===== config.mk =====
export PLATFORM = sky130hd
export DESIGN_NAME = ft600_rx_packer
export DESIGN_NICKNAME = d
export VERILOG_FILES = /design/src/rtl/ft600_rx_packer.sv
export SDC_FILE = /design/constraint.sdc
export NUM_CORES = 1
export LEC_CHECK = 0
export BUFFER_PORTS_ARGS = -buffer_cell sky130_fd_sc_hd__buf_2
export CAP_MARGIN = 0
export CORE_MARGIN = 2
export CORE_UTILIZATION = 59
export DETAILED_ROUTE_END_ITERATION = 8
export GPL_TIMING_DRIVEN = 0
export HOLD_SLACK_MARGIN = 0.08
export PLACE_DENSITY = 0.9
export SLEW_MARGIN = 20
export SYNTH_ARGS = -nofsm -noshare
export SYNTH_HDL_FRONTEND = slang
export SYNTH_SLANG_ARGS = --single-unit
export TNS_END_PERCENT = 1

===== constraint.sdc =====
create_clock -name ftdi_clk -period 5.7 [get_ports ftdi_clk]
set_input_delay 0.57 -clock ftdi_clk [delete_from_list [all_inputs] [get_ports ftdi_clk]]
set_output_delay 0.57 -clock ftdi_clk [all_outputs]
set_load 0.01 [all_outputs]

===== src/rtl/ft600_rx_packer.sv =====
// FT600 receive packer: packs byte-enabled 16-bit words into 16-byte blocks with keep mask.
// Optional block statistics outputs are enabled by defining FT600_PACK_STATS_EN.
module ft600_rx_packer #(
    parameter int unsigned TIMEOUT_CYCLES = 1024
) (
    input  logic         ftdi_clk,
    input  logic         rst,
    input  logic         in_valid,
    input  logic [15:0]  in_data,
    input  logic [1:0]   in_be,
    output logic         in_ready,
    input  logic         flush,
    output logic         out_valid,
    output logic [127:0] out_data,
    output logic [15:0]  out_keep,
    input  logic         out_ready
`ifdef FT600_PACK_STATS_EN
    ,
    output logic [31:0]  stat_blocks,
    output logic [15:0]  stat_partials
`endif
);

    localparam bit          TIMEOUT_EN = (TIMEOUT_CYCLES != 0);
    localparam logic [15:0] IDLE_CAP   = TIMEOUT_EN ? 16'(TIMEOUT_CYCLES) : 16'd0;

    logic [127:0] acc_q, acc_d;
    logic [3:0]   cnt_q, cnt_d;
    logic [15:0]  idle_q, idle_d;
    logic         pend_q, pend_d;
    logic [127:0] out_data_q, out_data_d;
    logic [15:0]  out_keep_q, out_keep_d;
    logic         out_valid_q, out_valid_d;

    logic         out_free;
    logic         in_ready_c;
    logic         accept;
    logic [1:0]   n;
    logic [7:0]   b_first, b_second;
    logic [7:0]   pos0, pos1;
    logic [135:0] acc_ext;
    logic [4:0]   total;
    logic         timeout_hit;
    logic         req;
    logic [15:0]  keep_part;
    logic         emitted;

    always_comb begin
        out_free   = !out_valid_q || out_ready;
        in_ready_c = (cnt_q <= 4'd13) || out_free;
        accept     = in_valid && in_ready_c;

        b_first  = '0;
        b_second = '0;
        n        = 2'd0;
        if (accept) begin
            case (in_be)
                2'b01: begin
                    b_first = in_data[7:0];
                    n       = 2'd1;
                end
                2'b10: begin
                    b_first = in_data[15:8];
                    n       = 2'd1;
                end
                2'b11: begin
                    b_first  = in_data[7:0];
                    b_second = in_data[15:8];
                    n        = 2'd2;
                end
                default: n = 2'd0;
            endcase
        end

        // Bytes above cnt are always zero, so appending is a pure overwrite
        // and a partial block needs no extra masking of its unused bytes.
        pos0    = {1'b0, cnt_q, 3'b000};
        pos1    = pos0 + 8'd8;
        acc_ext = {8'h00, acc_q};
        if (n != 2'd0) acc_ext[pos0 +: 8] = b_first;
        if (n == 2'd2) acc_ext[pos1 +: 8] = b_second;
        total = {1'b0, cnt_q} + {3'b000, n};

        timeout_hit = TIMEOUT_EN && (idle_q == IDLE_CAP);
        req         = pend_q || flush || timeout_hit;
        keep_part   = 16'hFFFF >> (5'd16 - total);

        acc_d       = acc_ext[127:0];
        cnt_d       = total[3:0];
        pend_d      = req && (total != 5'd0);
        out_data_d  = out_data_q;
        out_keep_d  = out_keep_q;
        out_valid_d = out_valid_q && !out_ready;
        emitted     = 1'b0;

        if (total >= 5'd16) begin
            // Full block; a byte landing at position 16 spills into the fresh accumulator.
            out_data_d  = acc_ext[127:0];
            out_keep_d  = 16'hFFFF;
            out_valid_d = 1'b1;
            acc_d       = {120'd0, acc_ext[135:128]};
            cnt_d       = total[3:0];
            pend_d      = req && (total[3:0] != 4'd0);
            emitted     = 1'b1;
        end else if (req && (total != 5'd0) && out_free) begin
            out_data_d  = acc_ext[127:0];
            out_keep_d  = keep_part;
            out_valid_d = 1'b1;
            acc_d       = '0;
            cnt_d       = 4'd0;
            pend_d      = 1'b0;
            emitted     = 1'b1;
        end

        if (accept || emitted || (cnt_q == 4'd0)) begin
            idle_d = '0;
        end else if (idle_q != IDLE_CAP) begin
            idle_d = idle_q + 16'd1;
        end else begin
            idle_d = idle_q;
        end
    end

    always_ff @(posedge ftdi_clk) begin
        if (rst) begin
            acc_q       <= '0;
            cnt_q       <= '0;
            idle_q      <= '0;
            pend_q      <= 1'b0;
            out_data_q  <= '0;
            out_keep_q  <= '0;
            out_valid_q <= 1'b0;
        end else begin
            acc_q       <= acc_d;
            cnt_q       <= cnt_d;
            idle_q      <= idle_d;
            pend_q      <= pend_d;
            out_data_q  <= out_data_d;
            out_keep_q  <= out_keep_d;
            out_valid_q <= out_valid_d;
        end
    end

    assign in_ready  = in_ready_c;
    assign out_valid = out_valid_q;
    assign out_data  = out_data_q;
    assign out_keep  = out_keep_q;

`ifdef FT600_PACK_STATS_EN
    logic [31:0] stat_blocks_q, stat_blocks_d;
    logic [15:0] stat_partials_q, stat_partials_d;

    always_comb begin
        stat_blocks_d   = stat_blocks_q;
        stat_partials_d = stat_partials_q;
        if (out_valid_q && out_ready) begin
            stat_blocks_d = stat_blocks_q + 32'd1;
            if (out_keep_q != 16'hFFFF) stat_partials_d = stat_partials_q + 16'd1;
        end
    end

    always_ff @(posedge ftdi_clk) begin
        if (rst) begin
            stat_blocks_q   <= '0;
            stat_partials_q <= '0;
        end else begin
            stat_blocks_q   <= stat_blocks_d;
            stat_partials_q <= stat_partials_d;
        end
    end

    assign stat_blocks   = stat_blocks_q;
    assign stat_partials = stat_partials_q;
`endif

endmodule


## Word-level counts from Yosys, hierarchy flattened

Index checks and enable logic that the tools add are counted.

- Register bits: 294
- Bits in latches: 0
- Memory bits (writable): 0
- Memory bits (read-only): 0
- Memories kept: 0

- $add $sub $neg: 6
- $mul: 0
- Div/mod/pow operators: 0
- Magnitude comparators: 2
- Equality and inequality tests: 6
- Shift operators: 5
- Multiplexer cells: 24
- Bitwise operators: 0
- Reductions and logical operators: 22

Operator list:

| kind | count |
|---|---|
| 136-bit bitwise mux | 2 |
| 136-bit 2-to-1 mux | 2 |
| 8-bit by 10-bit variable shift with 136-bit output, first input constant | 2 |
| 8-bit by 10-bit variable part select with 136-bit output | 2 |
| 128-bit 2-to-1 mux | 2 |
| 8-bit 2-to-1 mux | 5 |
| 16-bit 2-to-1 mux | 2 |
| 16-bit by 1-bit adder with 16-bit output, second input constant | 1 |
| 16-bit by 11-bit == test with 1-bit output, second input constant | 1 |
| 16-bit by 11-bit inequality test with 1-bit output, second input constant | 1 |
| 8-bit case mux with 2 select lines | 1 |
| 16-bit by 5-bit >> shifter with 16-bit output, first input constant | 1 |
| 7-bit negator with 10-bit output | 1 |
| 8-bit negator with 10-bit output | 1 |
| 7-bit by 4-bit adder with 8-bit output, second input constant | 1 |
| 4-bit 2-to-1 mux | 2 |
| 2-bit == test, second input constant | 3 |
| 1-bit logical OR | 6 |
| 1-bit 2-to-1 mux | 6 |
| 2-bit OR reduction | 3 |
| 4-bit by 2-bit adder with 5-bit output | 1 |
| 5-bit >= comparator, second input constant | 1 |
| 1-bit logical AND | 5 |
| 5-bit nonzero test | 1 |
| 10 further kinds | 12 |

## Depth between registers and ports, before layout

- Word-level depth: 14
- Mapped depth: 22
- Depth with buffers taken out: 17

## Least setup slack after synthesis

No wires, ideal clock.

- Kind: flip-flop to flip-flop
- Start point: register cnt_q[1]
- End point: register out_keep_q[1] (netlist: out_keep[1])
- Data arrival time: 4617 ps
- Path slack: 961 ps
- Cell stages (with the launch flop): 21
- Buffers on the path: 3
- Clock period less this slack: 4739 ps
- Cells stage by stage: dfxtp_1 buf_2 inv_1 ha_1 or3b_1 buf_2 nor2_8 inv_2 and3_1 ha_1 inv_1 fa_1 ha_1 and3_1 ha_1 nor3b_1 o2bb2ai_4 o311ai_2 a21oi_1 buf_2 a21oi_1

- Word-level cells in the longest chain between the ends: 9
- Elaborated cells on any way between the ends: 14
- Those cells by class: add/sub (2); order compare (2); shift (1); mux (3); reduce/logical (6)

RTL lines:

| item | line | source |
|---|---|---|
| from (decl) | 28 | `logic [3:0] cnt_q, cnt_d;` |
| from (signal assigned) | 135 | `cnt_q <= cnt_d;` |
| 4-bit <= comparator * | 50 | `in_ready_c = (cnt_q <= 4'd13) \|\| out_free;` |
| 1-bit logical OR * | 50 |  |
| net in_ready | 11 | `output logic in_ready,` |
| 1-bit logical AND * | 51 | `accept = in_valid && in_ready_c;` |
| 2-bit 2-to-1 mux * | 56 | `if (accept) begin` |
| 4-bit by 2-bit adder with 5-bit output * | 82 | `total = {1'b0, cnt_q} + {3'b000, n};` |
| 5-bit subtractor / 5-bit nonzero test (equally long branches) | 86, 105 |  |
| 16-bit by 5-bit >> shifter with 16-bit output / 1-bit logical AND (equally long branches) | 86, 105 |  |
| 16-bit 2-to-1 mux / 1-bit logical AND (equally long branches) | 105 | `end else if (req && (total != 5'd0) && out_free) begin` |
| 16-bit 2-to-1 mux / 2-bit nonzero test (equally long branches) | -- |  |
| to (signal assigned) | 139 | `out_keep_q <= out_keep_d;` |
| to (decl) | 32 | `logic [15:0] out_keep_q, out_keep_d;` |

The timed path passes the listed nets; every way through them passes the cells marked *. The select of a mux whose other input is x is not followed.
A chain may end at the register's enable or synchronous reset.

## Worst setup path after layout

- Start point: register cnt_q[1]
- End point: register out_data_q[27] (netlist: out_data[27])

- Word-level cells in the longest chain between the ends: 11
- Elaborated cells on any way between the ends: 27
- Those cells by class: add/sub (4); order compare (2); eq/ne (1); shift (4); mux (9); reduce/logical (7)

RTL lines:

| item | line | source |
|---|---|---|
| parallel branches: the longest is 11 deep, another holds 8-bit negator with 10-bit output | -- |  |
| to (signal assigned) | 138 | `out_data_q <= out_data_d;` |
| to (decl) | 31 | `logic [127:0] out_data_q, out_data_d;` |

Parallel ways; which one is timed is not known. The select of a mux whose other input is x is not followed.

==> summary.md <==
| Metric | Value |
|---|---|
| Die area | `0.0250 mm2` |
| Mapped cell area | `0.0140 mm2` |
| H-tree Lvls | `1` |
| Critical path arrival | `6100 ps` |
| Skew final | `21.6 ps` |
| Setup violation total in the final timing report | `1` |
| Final Cycle Share | `100%` |
| Vias in the first global route | `13,890` |
| Layout cells sized above 1 | `18.6%` |
| Cell at the root of the clock tree | `clkbuf_16` |
| Headroom to the max-slew limit | `19.2%` |
| Die Span Y | `158 um` |
| Largest net degree at the start of global routing | `18` |
| Critical path type | `reg -> reg` |
| Crit path capture type | `flip-flop` |
| Multi-input logic area | `0.00739 mm2` |
| Startpoint types | `flip-flop` |
| Core area | `0.0234 mm2` |
| Reg2reg path depth | `19` |
| Seq/Total Area, Yosys | `42.0%` |
| RSZ-0062 raised after global routing | `true` |
| Outcome | `complete, but fails checks` |
| PwrDens | `302 mW/mm2` |
| Fillers | `1,890` |
| Gpl congestion | `1.07` |
| Fin. max-slew vios | `0` |
| Tmin final | `5710 ps` |
| Via count | `14,745` |
| Most common cell after layout, fill and taps aside | `dfxtp_1` |
| Initial Utilization | `59.8%` |
| IO Pins | `169` |
| Die extent in x | `158 um` |
| GRT Overall Usage | `41.3%` |
| Rows | `56` |
| Wirelength per Cell | `24.9 um` |
| Worst Hold Class | `in -> reg` |
| Final WL | `53.2 mm` |
| Yosys warning count | `0` |
| CTS sink cnt | `294` |
| Storage cell area | `0.00589 mm2` |
| Slew @ Worst Pin | `1210 ps` |
| Area grow syn2layout | `16.4%` |
| CTS Buf Count | `29` |
| Violated checks | `setup timing` |
| Worst-case clock buffer depth | `3` |
| Final HPWL DP | `38.1 mm` |
| Max cap viols | `0` |
| Post-Syn Instances | `1,588` |
| Post-synth EDFFs | `0` |
| Final TNS setup | `-7.88 ps` |
| Syn Area/Cell | `8.82 um2` |
| CTS tree | `built` |
| F_max | `175 MHz` |
| Fin. Hold Viols | `0` |
| CTS Hold Bufs | `0` |
| Post-layout nets | `1,836` |
| Clock-pin slew on the worst setup and hold paths | `70 ps` |
| Later-pin clock latency in the skew report | `570 ps` |
| Hold path cells | `3` |
| WP data required | `6090 ps` |
| Commonest cells after routing, fill and taps aside | `dfxtp_1 (293), buf_2 (203), nor2_1 (150)` |
| Post-Place Worst Slack | `-291 ps` |
| GRT overflow | `0` |
| Setup slack after layout | `-7.88 ps` |
| First-pass DRT Iterations | `6` |
| First-pass GRT wire length | `78.6 mm` |
| DRC viols | `0` |
| Leak | `6.10 nW` |
| Iter 0 DRT Violations | `1,989` |
| Synth Register Bits | `294` |
| Peak VDD IR | `220 uV` |
| Netlist cell types | `81` |
| Initial antenna violation count | `2` |
| CP Max Fanout | `10` |
| Via density per instance | `6.91` |
| Dominant synthesized flop cell | `dfxtp_1` |
| Syn Nets | `1,632` |
| Tot Pwr | `4.93 mW` |
| PortBufs | `167` |
| Final ANT Viol Nets | `0` |
| Ys async rst share | `0%` |
## cells in the mapped netlist (all sizes together) (11+ instances only)
| cell type | count | area share, % |
|---|---|---|
| a21o | 33 | 1.8 |
| a21boi | 33 | 1.8 |
| and3 | 14 | 0.63 |
| o22ai | 13 | 0.58 |
| xor2 | 13 | 0.81 |
| and2 | 11 | 0.49 |
| nand2 | 110 | 2.9 |
| nor3 | 78 | 3.2 |
| a22oi | 16 | 0.86 |
| nor4 | 17 | 1.0 |
| nand4 | 42 | 2.0 |
| nand3 | 79 | 2.9 |
| o221ai | 54 | 3.4 |
| a211oi | 81 | 4.3 |
| a221oi | 16 | 1.0 |
| o21ai | 19 | 0.71 |
| or4 | 17 | 0.91 |
| mux2i | 54 | 3.9 |
| buf | 65 | 2.5 |
| o211ai | 33 | 1.8 |
| o41ai | 24 | 1.6 |
| dfxtp | 294 | 42 |
| a311oi | 16 | 1.0 |
| ha | 20 | 1.8 |
| clkbuf | 86 | 2.3 |
| nor2 | 153 | 4.3 |
| inv | 18 | 0.48 |
| a21oi | 91 | 3.3 |
## layer usage
layer,track usage (%),up-vias,routed length [um]
li1,-,6407,-
met1,51.8,6906,19800
met2,63.1,1132,22600
met3,12.2,300,6910
met4,24.1,0,3850
met5,0,-,0
## final cells by class
cell class,count,area share (%)
clock buffer,33,4.73
tap,319,2.45
buffer,150,4.31
multi-input combinational,1124,45.3
inverter,19,0.438
clock inverter,20,1.18
antenna,1,0.0154
sequential,294,36.1
timing repair buffer,174,5.43
## path summary, 6_finish.rpt
check	startpoint	slack [ps]	end
setup / recovery	cnt_q[1]	-8	out_data[27]
hold / removal	flush	420	pend_q
setup reg to reg	cnt_q[1]	-8	out_data[27]
hold reg to reg	acc_q[95]	460	acc_q[95]
## flip-flops by register name, indices dropped and copies added, names as in the netlist
| signal | count |
|---|---|
| out_valid | 1 |
| idle_q | 16 |
| pend_q | 1 |
| out_data | 128 |
| cnt_q | 4 |
| acc_q | 128 |
| out_keep | 16 |
## report_power, final
| group | switching [mW] | total [mW] | internal [mW] |
|---|---|---|---|
| Clock | 0.889 | 1.97 | 1.08 |
| Combinational | 0.591 | 0.810 | 0.219 |
| Sequential | 0.0377 | 2.15 | 2.12 |
| Total | 1.52 | 4.93 | 3.41 |
## per-stage QoR
step	instance area [um2]	cells	utilization [%]	hold slack, ps
2_1_floorplan	14000	1588	-	440
3_3_place_gp	15200	2074	65.1	447
3_5_place_dp	15300	2077	65.2	451
4_1_cts	16200	2130	69.4	417
5_1_grt	16300	2133	69.6	449
6_report	16300	2134	69.7	418
## worst max-delay path, cell delays in order, from the launching register on
cell      delay (ps)
dfxtp_2          430
buf_2            250
inv_1            140
ha_1             270
or3b_1           350
buf_2            240
nor2_8           200
inv_2            150
and3_1           240
ha_1             210
inv_1             80
fa_1             500
ha_1             280
and3_1           190
ha_1             250
or3_1            470
o211ai_2         150
buf_2            370
clkbuf_1         520
o221ai_1         220
## kinds of logic after synthesis
logic type,share of synthesized area (%)
multiplexers,3.86
adder cells (fa/ha/maj),1.93
buffers and inverters,5.35
flip-flops,42.0
XOR/XNOR,1.06
AND/OR/NAND/NOR,21.0
AO/OA/AOI/OAI,24.8
## timing repair
item	4_1_cts	5_1_grt
endpoints found under the setup margin	206	269
hold endpoints to repair	0	0
resized for setup	10	28
setup buffers	0	0
Power figures use the tool's default switching activity.
